--- config.mk ---
export PLATFORM = sky130hd
export DESIGN_NAME = axis_demux_1_2
export DESIGN_NICKNAME = d
export VERILOG_FILES = /design/src/rtl/axis_demux_1_2.sv
export SDC_FILE = /design/constraint.sdc
export NUM_CORES = 1
export LEC_CHECK = 0
export ABC_CLOCK_PERIOD_IN_PS = 3900
export CAP_MARGIN = 10
export CORE_ASPECT_RATIO = 0.8
export CORE_MARGIN = 5
export CORE_UTILIZATION = 48
export DETAILED_ROUTE_END_ITERATION = 16
export PLACE_DENSITY = 0.91
export SETUP_SLACK_MARGIN = 0.15
export SYNTH_ARGS = -nofsm -noshare
export SYNTH_HDL_FRONTEND = slang
export SYNTH_SLANG_ARGS = --single-unit
--- constraint.sdc ---
create_clock -name CLK -period 3.9 [get_ports CLK]
set_clock_uncertainty 0.2 [all_clocks]
set_input_delay 0.39 -clock CLK [delete_from_list [all_inputs] [get_ports CLK]]
set_output_delay 0.39 -clock CLK [all_outputs]
set_load 0.01 [all_outputs]
--- src/rtl/axis_demux_1_2.sv ---
// Packet-aware 1:2 valid/ready demux; route latched at packet start so a sweep never splits.
// Latency: 1 cycle from input accept to Mx_VALID (one register stage per output port).
// Backpressure: S_READY follows the selected port's buffer (empty or draining); the other port drains independently.
module axis_demux_1_2 #(
    parameter int DATA_WIDTH = 32,
    parameter int CNT_WIDTH  = 16
) (
    input  logic                  CLK,
    input  logic                  RSTN,
    input  logic                  D_SEL,
    input  logic [DATA_WIDTH-1:0] S_DATA,
    input  logic                  S_VALID,
    input  logic                  S_LAST,
    output logic                  S_READY,
    output logic [DATA_WIDTH-1:0] M0_DATA,
    output logic                  M0_VALID,
    output logic                  M0_LAST,
    input  logic                  M0_READY,
    output logic [DATA_WIDTH-1:0] M1_DATA,
    output logic                  M1_VALID,
    output logic                  M1_LAST,
    input  logic                  M1_READY,
    output logic                  D_ROUTE,
    output logic                  D_BUSY,
    output logic [CNT_WIDTH-1:0]  PKT_CNT0,
    output logic [CNT_WIDTH-1:0]  PKT_CNT1
);

    localparam logic [0:0] ST_IDLE   = 1'b0;
    localparam logic [0:0] ST_IN_PKT = 1'b1;

    logic [0:0]            state_q, state_d;
    logic                  route_q, route_d;

    logic                  m0_vld_q, m0_vld_d;
    logic                  m0_last_q, m0_last_d;
    logic [DATA_WIDTH-1:0] m0_dat_q, m0_dat_d;
    logic                  m1_vld_q, m1_vld_d;
    logic                  m1_last_q, m1_last_d;
    logic [DATA_WIDTH-1:0] m1_dat_q, m1_dat_d;

    logic [CNT_WIDTH-1:0]  cnt0_q, cnt0_d;
    logic [CNT_WIDTH-1:0]  cnt1_q, cnt1_d;

    logic                  route_eff;
    logic                  sel_vld;
    logic                  sel_rdy;
    logic                  s_rdy;
    logic                  accept;
    logic                  load0;
    logic                  load1;

    // In IDLE the request is live so the first beat of a packet already goes the right way.
    assign route_eff = (state_q == ST_IN_PKT) ? route_q : D_SEL;
    assign sel_vld   = route_eff ? m1_vld_q : m0_vld_q;
    assign sel_rdy   = route_eff ? M1_READY : M0_READY;
    assign s_rdy     = RSTN && (!sel_vld || sel_rdy);
    assign accept    = S_VALID && s_rdy;
    assign load0     = accept && !route_eff;
    assign load1     = accept && route_eff;

    always_comb begin
        state_d = state_q;
        route_d = route_q;
        if (accept) begin
            if (state_q == ST_IDLE) begin
                if (!S_LAST) begin
                    state_d = ST_IN_PKT;
                    route_d = D_SEL;
                end
            end else if (S_LAST) begin
                state_d = ST_IDLE;
            end
        end
    end

    // A load wins over a drain, so a simultaneous drain+load keeps VALID high with new data.
    always_comb begin
        m0_vld_d  = m0_vld_q;
        m0_last_d = m0_last_q;
        m0_dat_d  = m0_dat_q;
        if (load0) begin
            m0_vld_d  = 1'b1;
            m0_last_d = S_LAST;
            m0_dat_d  = S_DATA;
        end else if (M0_READY) begin
            m0_vld_d  = 1'b0;
        end
    end

    always_comb begin
        m1_vld_d  = m1_vld_q;
        m1_last_d = m1_last_q;
        m1_dat_d  = m1_dat_q;
        if (load1) begin
            m1_vld_d  = 1'b1;
            m1_last_d = S_LAST;
            m1_dat_d  = S_DATA;
        end else if (M1_READY) begin
            m1_vld_d  = 1'b0;
        end
    end

    always_comb begin
        cnt0_d = cnt0_q;
        cnt1_d = cnt1_q;
        if (m0_vld_q && M0_READY && m0_last_q) begin
            cnt0_d = cnt0_q + CNT_WIDTH'(1);
        end
        if (m1_vld_q && M1_READY && m1_last_q) begin
            cnt1_d = cnt1_q + CNT_WIDTH'(1);
        end
    end

    always_ff @(posedge CLK or negedge RSTN) begin
        if (!RSTN) begin
            state_q   <= ST_IDLE;
            route_q   <= 1'b0;
            m0_vld_q  <= 1'b0;
            m0_last_q <= 1'b0;
            m0_dat_q  <= '0;
            m1_vld_q  <= 1'b0;
            m1_last_q <= 1'b0;
            m1_dat_q  <= '0;
            cnt0_q    <= '0;
            cnt1_q    <= '0;
        end else begin
            state_q   <= state_d;
            route_q   <= route_d;
            m0_vld_q  <= m0_vld_d;
            m0_last_q <= m0_last_d;
            m0_dat_q  <= m0_dat_d;
            m1_vld_q  <= m1_vld_d;
            m1_last_q <= m1_last_d;
            m1_dat_q  <= m1_dat_d;
            cnt0_q    <= cnt0_d;
            cnt1_q    <= cnt1_d;
        end
    end

    assign S_READY  = s_rdy;
    assign M0_DATA  = m0_dat_q;
    assign M0_VALID = m0_vld_q;
    assign M0_LAST  = m0_last_q;
    assign M1_DATA  = m1_dat_q;
    assign M1_VALID = m1_vld_q;
    assign M1_LAST  = m1_last_q;
    assign D_ROUTE  = route_eff;
    assign D_BUSY   = (state_q == ST_IN_PKT);
    assign PKT_CNT0 = cnt0_q;
    assign PKT_CNT1 = cnt1_q;

endmodule

After elaboration in Yosys (flattened, before gate mapping)

Index checks and enable logic that the tools add are counted.
Widths: inputs -> output; s select.

Output and inout port bits: 103
Register bits: 102
Bits of input ports: 39
Logic and storage cells: 36

Bitwise logic cells: 2
Reduce and logical (&&, ||, !) cells: 14
Add/subtract/negate cells: 2
Muxes and demuxes: 8

Operators with widths:

| cell                  | number |
|---|---|
| $add 16x1->16 const B | 2 |
| $logic_and 1x1->1     | 8 |
| $mux 1                | 8 |
| $reduce_bool 2->1     | 2 |
| $reduce_and 3->1      | 1 |
| $logic_not 1->1       | 2 |
| $not 1->1             | 2 |
| $logic_or 1x1->1      | 1 |

Depth between registers and ports, before layout

Gate-level depths: netlist of the first run.

Word-level depth: 8
Mapped depth: 6
Mapped depth without buffers: 5

Least setup slack after synthesis of the first run

No wires, ideal clock.

Path kind: register to register
From: register state_q (netlist: D_BUSY)
To: register m0_dat_q[10] (netlist: M0_DATA[10])
Arrival: 1.797 ns
Buffers on the path: 1
Library setup time: 0.125 ns
Data required time: 3.575 ns
Cell stages (with the launch flop): 6
Clock period less this slack: 2.122 ns
Setup slack: 1.778 ns
Path through: dfrtp_1 > mux2i_2 > inv_2 > nor3_4 > buf_6 > mux2_2

Word-level cells in the longest chain between the ends: 7
Elaborated cells on any way between the ends: 9
Those cells by class: mux: 3; reduce/logical: 6

RTL lines:

| item                     | line | source |
|---|---|---|
| start: declaration       | 32   | `logic [0:0] state_q, state_d;` |
| start signal: assignment | 128  | `state_q <= state_d;` |
| $mux 1 *                 | 54   | `assign route_eff = (state_q == ST_IN_PKT) ? route_q : D_SEL;` |
| via D_ROUTE              | 23   | `output logic D_ROUTE,` |
| $mux 1                   | 55   | `assign sel_vld = route_eff ? m1_vld_q : m0_vld_q;` |
| $logic_not 1->1          | 57   | `assign s_rdy = RSTN && (!sel_vld \|\| sel_rdy);` |
| $logic_or 1x1->1         | 57   |  |
| $logic_and 1x1->1        | 57   |  |
| $logic_and 1x1->1        | 58   | `assign accept = S_VALID && s_rdy;` |
| $logic_and 1x1->1 *      | 59   | `assign load0 = accept && !route_eff;` |
| end signal: assignment   | 132  | `m0_dat_q <= m0_dat_d;` |
| end: declaration         | 37   | `logic [DATA_WIDTH-1:0] m0_dat_q, m0_dat_d;` |

The timed path passes the listed nets; every way through them passes the cells marked *.
A chain may end at the register's enable or synchronous reset.

Worst setup path in the final report of the first run

From: register state_q (netlist: D_BUSY)
To: output S_READY

Word-level cells in the longest chain between the ends: 5
Elaborated cells on any way between the ends: 6
Those cells by class: mux: 3; reduce/logical: 3

RTL lines:

| item                | line | source |
|---|---|---|
| $mux 1 *            | 54   |  |
| $mux 1              | 55   |  |
| $logic_not 1->1     | 57   |  |
| $logic_or 1x1->1 *  | 57   |  |
| $logic_and 1x1->1 * | 57   |  |
| end: declaration    | 14   | `output logic S_READY,` |

Mark *: on every way between the ends. The rest lies on a longest branch, timed or not.

==> impl_metrics.env, run 1 <==
export IMPL_antenna_found_initial=0
export IMPL_cpPeakStageDelay_ns=0.54
export IMPL_avgRoutedWirePerCell_um=16.9
export IMPL_io_buffer_count=141
export IMPL_clockRootBuffer="clkbuf_8"
export IMPL_yosys_area_share_xor_xnor=0.0648
export IMPL_synth_area_um2=4060
export IMPL_cp_arrival_ns=1.91
export IMPL_tightest_slew_ns=0.636
export IMPL_final_instance_count_excl_fill=544
export IMPL_path_cells="mux2i_2, o211a_1, clkdlybuf4s50_1"
export IMPL_totalWireLength_mm=9.19
export IMPL_area_growth_pct=43.8
export IMPL_routed_wl_met2_mm=4.59
export IMPL_num_fill_cells=603
export IMPL_routed_wl_met3_um=719
export IMPL_min_path_type="input pin to asynchronous set/reset pin"
export IMPL_critical_path_class="flop to output pin"
export IMPL_rsz0062_at_grt="false"
export IMPL_leakage_nw=2.49
export IMPL_yosys_area_share_simple=0.0793
export IMPL_grt_usage=0.183
export IMPL_via_per_inst=5.11
export IMPL_cts_resized=0
export IMPL_globalplace_congestion=0.782
export IMPL_cp_end_kind="output pin"
export IMPL_drc=0
export IMPL_maxSlewHeadroom=0.576
export IMPL_vdd_ir_drop_worst_v=0.000457
export IMPL_drt_iter0_drc=82
export IMPL_ant_nets=0
export IMPL_start_util=0.485
export IMPL_seq_area_frac_synth=0.629
export IMPL_dp_hpwl_mm=6.76
export IMPL_tns_ns=0
export IMPL_clk_pin_slew_worst_paths_ns=0.09
export IMPL_period_share=0.641
export IMPL_cts_max_level=3
export IMPL_fin_crit_ns=2.50
export IMPL_fin_util=0.697
export IMPL_final_common_cell="clkdlybuf4s50_1"
export IMPL_numCtsBuffers=9
export IMPL_synthFlopType="dfrtp_1"
export IMPL_clk_latency_ns=0.35
export IMPL_vias=2779
export IMPL_cts_max_path_buffers=2
export IMPL_synth_mux_area_frac=0.195
export IMPL_highest_layer="met4"
export IMPL_syn_avg_cell_area_um2=14.6
export IMPL_cp_slowest_cell="clkdlybuf4s50_1"
export IMPL_status="finished, final reports clean"
export IMPL_synth_edf_count=0
export IMPL_cp_required_ns=3.31
export IMPL_wl_met1_mm=3.78
export IMPL_synth_net_count=318
export IMPL_grt_pass1_vias=2962
export IMPL_async_reset_ff_frac=1.00
export IMPL_power_density_nw_per_um2=712
export IMPL_cap_violations=0
export IMPL_coreArea_um2=8370
export IMPL_fp_dieH_um=92.2
export IMPL_die_area_um2=10400
export IMPL_grt_pass1_wl_mm=15.0
export IMPL_power_mw=4.16
export IMPL_synthDistinctLibCells=30
export IMPL_setup_violations=0
export IMPL_final_cell_mix="140 x clkdlybuf4s50_1, 102 x dfrtp_1, 68 x mux2_2"
export IMPL_drive_above_1_share=0.222
export IMPL_fmax_mhz=400
export IMPL_synth_compound_area_frac=0.00956
export IMPL_ys_ff_latch=102
export IMPL_drv_slew=0
export IMPL_die_w_um=113
export IMPL_start_kind="flop"
export IMPL_finalHoldViolCount=0
export IMPL_cts_tree="yes"
export IMPL_io_pins=142
export IMPL_clock_sinks=102
export IMPL_syn_inst=277
export IMPL_n_antenna_cell=0
export IMPL_dr_pass1_iters=4
export IMPL_num_rows=30
export IMPL_layout_nets=468
export IMPL_path_max_fanout=5
export IMPL_dp_cells=527
export IMPL_grt_ovfl_total=0
export IMPL_synth_fa_ha_area_frac=0.00617
export IMPL_synth_top_family_by_area="multiplexers"
export IMPL_yosys_warnings=0
export IMPL_grt_max_degree=53
## through the flow
stage          instance area, µm²  hold WS, ns  setup slack (ns)
6_report                     5830        0.194              1.40
5_1_grt                      5830        0.194              1.31
3_5_place_dp                 5590       0.0172              1.32
2_1_floorplan                4060       -0.106              1.78
4_1_cts                      5830        0.182              1.38
3_3_place_gp                 5590       0.0152              1.40
## layout make-up
class                           instances  area (µm²)  share of cell area
Timing Repair Buffer                  146        1450               0.248
Clock inverter                          6         110              0.0189
Sequential cell                       102        2550               0.437
Multi-Input combinational cell        165        1440               0.247
Tap cell                              112         140              0.0240
Inverter                                3        11.3             0.00193
Clock buffer                           10         128              0.0219
## cell families after synthesis
family	after synthesis
flip-flops	102
multiplexers	70
AND/OR/NAND/NOR	58
XOR/XNOR	30
buffers and inverters	10
AO/OA/AOI/OAI	5
adder cells (fa/ha/maj)	2
## worst max-delay path, delay by kind of cell (launching register included)
family                 cells  cell delay [ns]
buffers and inverters      1             0.54
muxes                      1             0.37
DFF                        1             0.43
AOI/OAI and AO/OA          1             0.23
## state kept, by name, indices dropped and copies added, names as in the netlist, 16 cells and up
signal,count
M0_DATA,32
M1_DATA,32
PKT_CNT0,16
PKT_CNT1,16
## what timing repair did
| action | CTS | global route |
|---|---|---|
| endpoints found under the setup margin | 0 | 0 |
| hold buffers | 1 | 0 |
| setup buffers | 0 | 0 |
| hold endpoints to repair | 6 | 0 |
## per-layer routing
layer,track usage,vias to the layer above
met1,0.229,1400
met5,0,-
met3,0.0666,10
li1,-,1269
met4,0.0440,0
met2,0.303,100
## cell usage after synthesis, types with 2 or more instances
cell type / number / share of area
nand3_1: 15 / 0.019
xnor2_1: 17 / 0.037
ha_1: 2 / 0.0062
nand2_1: 8 / 0.0074
buf_2: 4 / 0.0049
xor2_1: 13 / 0.028
mux2_2: 68 / 0.19
o21ai_0: 2 / 0.0025
and3_1: 6 / 0.0093
nor2_1: 7 / 0.0065
dfrtp_1: 102 / 0.63
nor3_1: 5 / 0.0062
inv_1: 2 / 0.0019
and4_1: 3 / 0.0065
buf_6: 3 / 0.0083
nand4_1: 6 / 0.0093
## final timing paths
kind                               from           end  slack (ns)  cells past startpoint
setup / recovery                 D_BUSY       S_READY        1.40                      3
hold / removal                     RSTN   PKT_CNT0[0]        0.19                      2
setup reg to reg                 D_BUSY   M0_DATA[24]        1.69                      5
hold reg to reg            PKT_CNT1[15]  PKT_CNT1[15]        0.28                      1
max in group asynchronous          RSTN    M1_DATA[4]        1.88                      4
min in group CLK           PKT_CNT1[15]  PKT_CNT1[15]        0.28                      1
## where the power goes
part	internal, mW	total, mW	switching [mW]
Combinational	1.06	1.67	0.612
Clock	0.425	0.769	0.343
Sequential	1.46	1.72	0.259
Total	2.94	4.16	1.21
Power figures use the tool's default switching activity.
==> run 2, diff against run 1 <==
Settings changed: ABC_CLOCK_PERIOD_IN_PS 3900 to 2200, CORE_UTILIZATION 48 to 41, PLACE_DENSITY 0.91 to 0.84.
Clock period 3.9 ns to 2.2 ns, I/O delays scaled along.
==> run 2 against run 1 <==
Against the previous run: cell count rose by 5.1%; combinational power rose by 80%; sequential power rose by 78%; global-route usage fell by 1.9 points; sequential share of layout area fell by 1.3 points; flip-flop and latch count did not move; first-iteration DRC count rose by 62%; design area rose by 3.1%; worst setup slack got worse by 1.2 ns; clock power rose by 120%; core utilization fell by 7.4 points; worst hold slack got worse by 0.13 ns; critical path type is now flop to flop; critical endpoint is now M1_DATA[1]; largest power group unchanged.
==> impl_metrics.env, run 2 (same netlist as run 1, synthesis figures left out) <==
export IMPL_grt_ovfl_total=0
export IMPL_fp_dieH_um=99.0
export IMPL_avgRoutedWirePerCell_um=16.4
export IMPL_cp_end_kind="flop"
export IMPL_cp_required_ns=2.22
export IMPL_clk_latency_ns=0.34
export IMPL_status="finished, final reports clean"
export IMPL_final_common_cell="clkdlybuf4s50_1"
export IMPL_critical_path_class="flop to flop"
export IMPL_maxSlewHeadroom=0.604
export IMPL_grt_pass1_wl_mm=15.5
export IMPL_grt_max_degree=48
export IMPL_cp_arrival_ns=2.02
export IMPL_cts_tree="yes"
export IMPL_clockRootBuffer="clkbuf_16"
export IMPL_grt_pass1_vias=3031
export IMPL_io_pins=142
export IMPL_dr_pass1_iters=4
export IMPL_layout_nets=472
export IMPL_tns_ns=0
export IMPL_regToRegSetupSlack_ns=0.20
export IMPL_layout_setup_ws_ns=0.200
export IMPL_power_mw=7.72
export IMPL_period_share=0.909
export IMPL_final_area_um2=6010
export IMPL_vdd_ir_drop_worst_v=0.000763
export IMPL_start_kind="flop"
export IMPL_crit_start="D_BUSY"
export IMPL_totalWireLength_mm=9.38
export IMPL_fmax_mhz=500
export IMPL_die_area_um2=12000
export IMPL_coreArea_um2=9650
export IMPL_io_buffer_count=141
export IMPL_path_max_fanout=36
export IMPL_drv_slew=0
export IMPL_via_per_inst=4.82
export IMPL_die_w_um=121
export IMPL_place_area_um2=5660
export IMPL_cts_max_level=3
export IMPL_drt_iter0_drc=133
export IMPL_leakage_nw=2.57
export IMPL_globalplace_congestion=0.798
export IMPL_whs_ns=0.0651
export IMPL_start_util=0.420
export IMPL_cap_violations=0
export IMPL_setup_violations=0
export IMPL_final_cell_mix="138 x clkdlybuf4s50_1, 101 x dfrtp_1, 68 x mux2_2"
export IMPL_area_growth_pct=48.2
export IMPL_num_rows=32
export IMPL_rsz0062_at_grt="true"
export IMPL_min_path_type="input pin to asynchronous set/reset pin"
export IMPL_drc=0
export IMPL_dp_slack_ns=0.0256
export IMPL_grt_usage=0.164
export IMPL_numCtsBuffers=9
export IMPL_vias=2756
export IMPL_r2r_start="D_BUSY"
export IMPL_fin_crit_ns=2.00
export IMPL_clk_pin_slew_worst_paths_ns=0.06
export IMPL_clock_sinks=102
export IMPL_n_antenna_cell=0
export IMPL_tightest_slew_ns=0.593
export IMPL_ant_nets=0
export IMPL_drive_above_1_share=0.232
export IMPL_finalHoldViolCount=0
export IMPL_cts_max_path_buffers=2
export IMPL_dp_hpwl_mm=6.76
export IMPL_power_density_nw_per_um2=1280
export IMPL_antenna_found_initial=0
-- run 2: layer usage --
layer  global-route usage  routed length, µm
met2                0.274               4770
met4               0.0508                116
met3               0.0643                673
met5                    0                  0
met1                0.196               3810
-- run 2: area by class of cell --
type	count	area [µm²]
clock buffer	12	246
timing repair buffer	150	1510
sequential	102	2550
clock inverter	4	70.1
multi-input combinational	165	1460
inverter	3	11.3
tap	136	170
fill	766	3640
-- run 2: path summary, 6_finish.rpt --
check | endpoint | cells past startpoint
min | PKT_CNT1[0] | 2
max reg2reg | M1_DATA[1] | 5
max in group asynchronous | M0_DATA[12] | 3
max | M1_DATA[1] | 5
min in group CLK | PKT_CNT1[15] | 1
min reg2reg | PKT_CNT1[15] | 1
-- run 2: worst max-delay path, stage by stage, from the launching register on --
cell and delay [ns]:
dfrtp_2 0.45, mux2i_4 0.21, buf_4 0.15, nor3b_2 0.22
clkbuf_16 0.28, mux2_2 0.37
-- run 2: repair_timing --
item,CTS,global route
buffers inserted,1,0
hold buffers,1,0
pin swaps,0,0
resized for setup,5,1
hold endpoints to repair,102,0
endpoints found under the setup margin,2,53
-- run 2: report_power, final --
group / total, mW / switching, mW / internal (mW) / leakage, nW
clock network: 1.67 / 0.641 / 1.02 / 0.157
registers: 3.06 / 0.468 / 2.59 / 1.26
logic: 3.00 / 1.09 / 1.91 / 1.15
total: 7.72 / 2.20 / 5.52 / 2.57
-- run 2: per-stage QoR --
stage,util,cells
floorplan,-,277
global placement,0.587,554
detailed placement,0.587,554
CTS,0.623,572
global route,0.623,572
finish,0.623,572
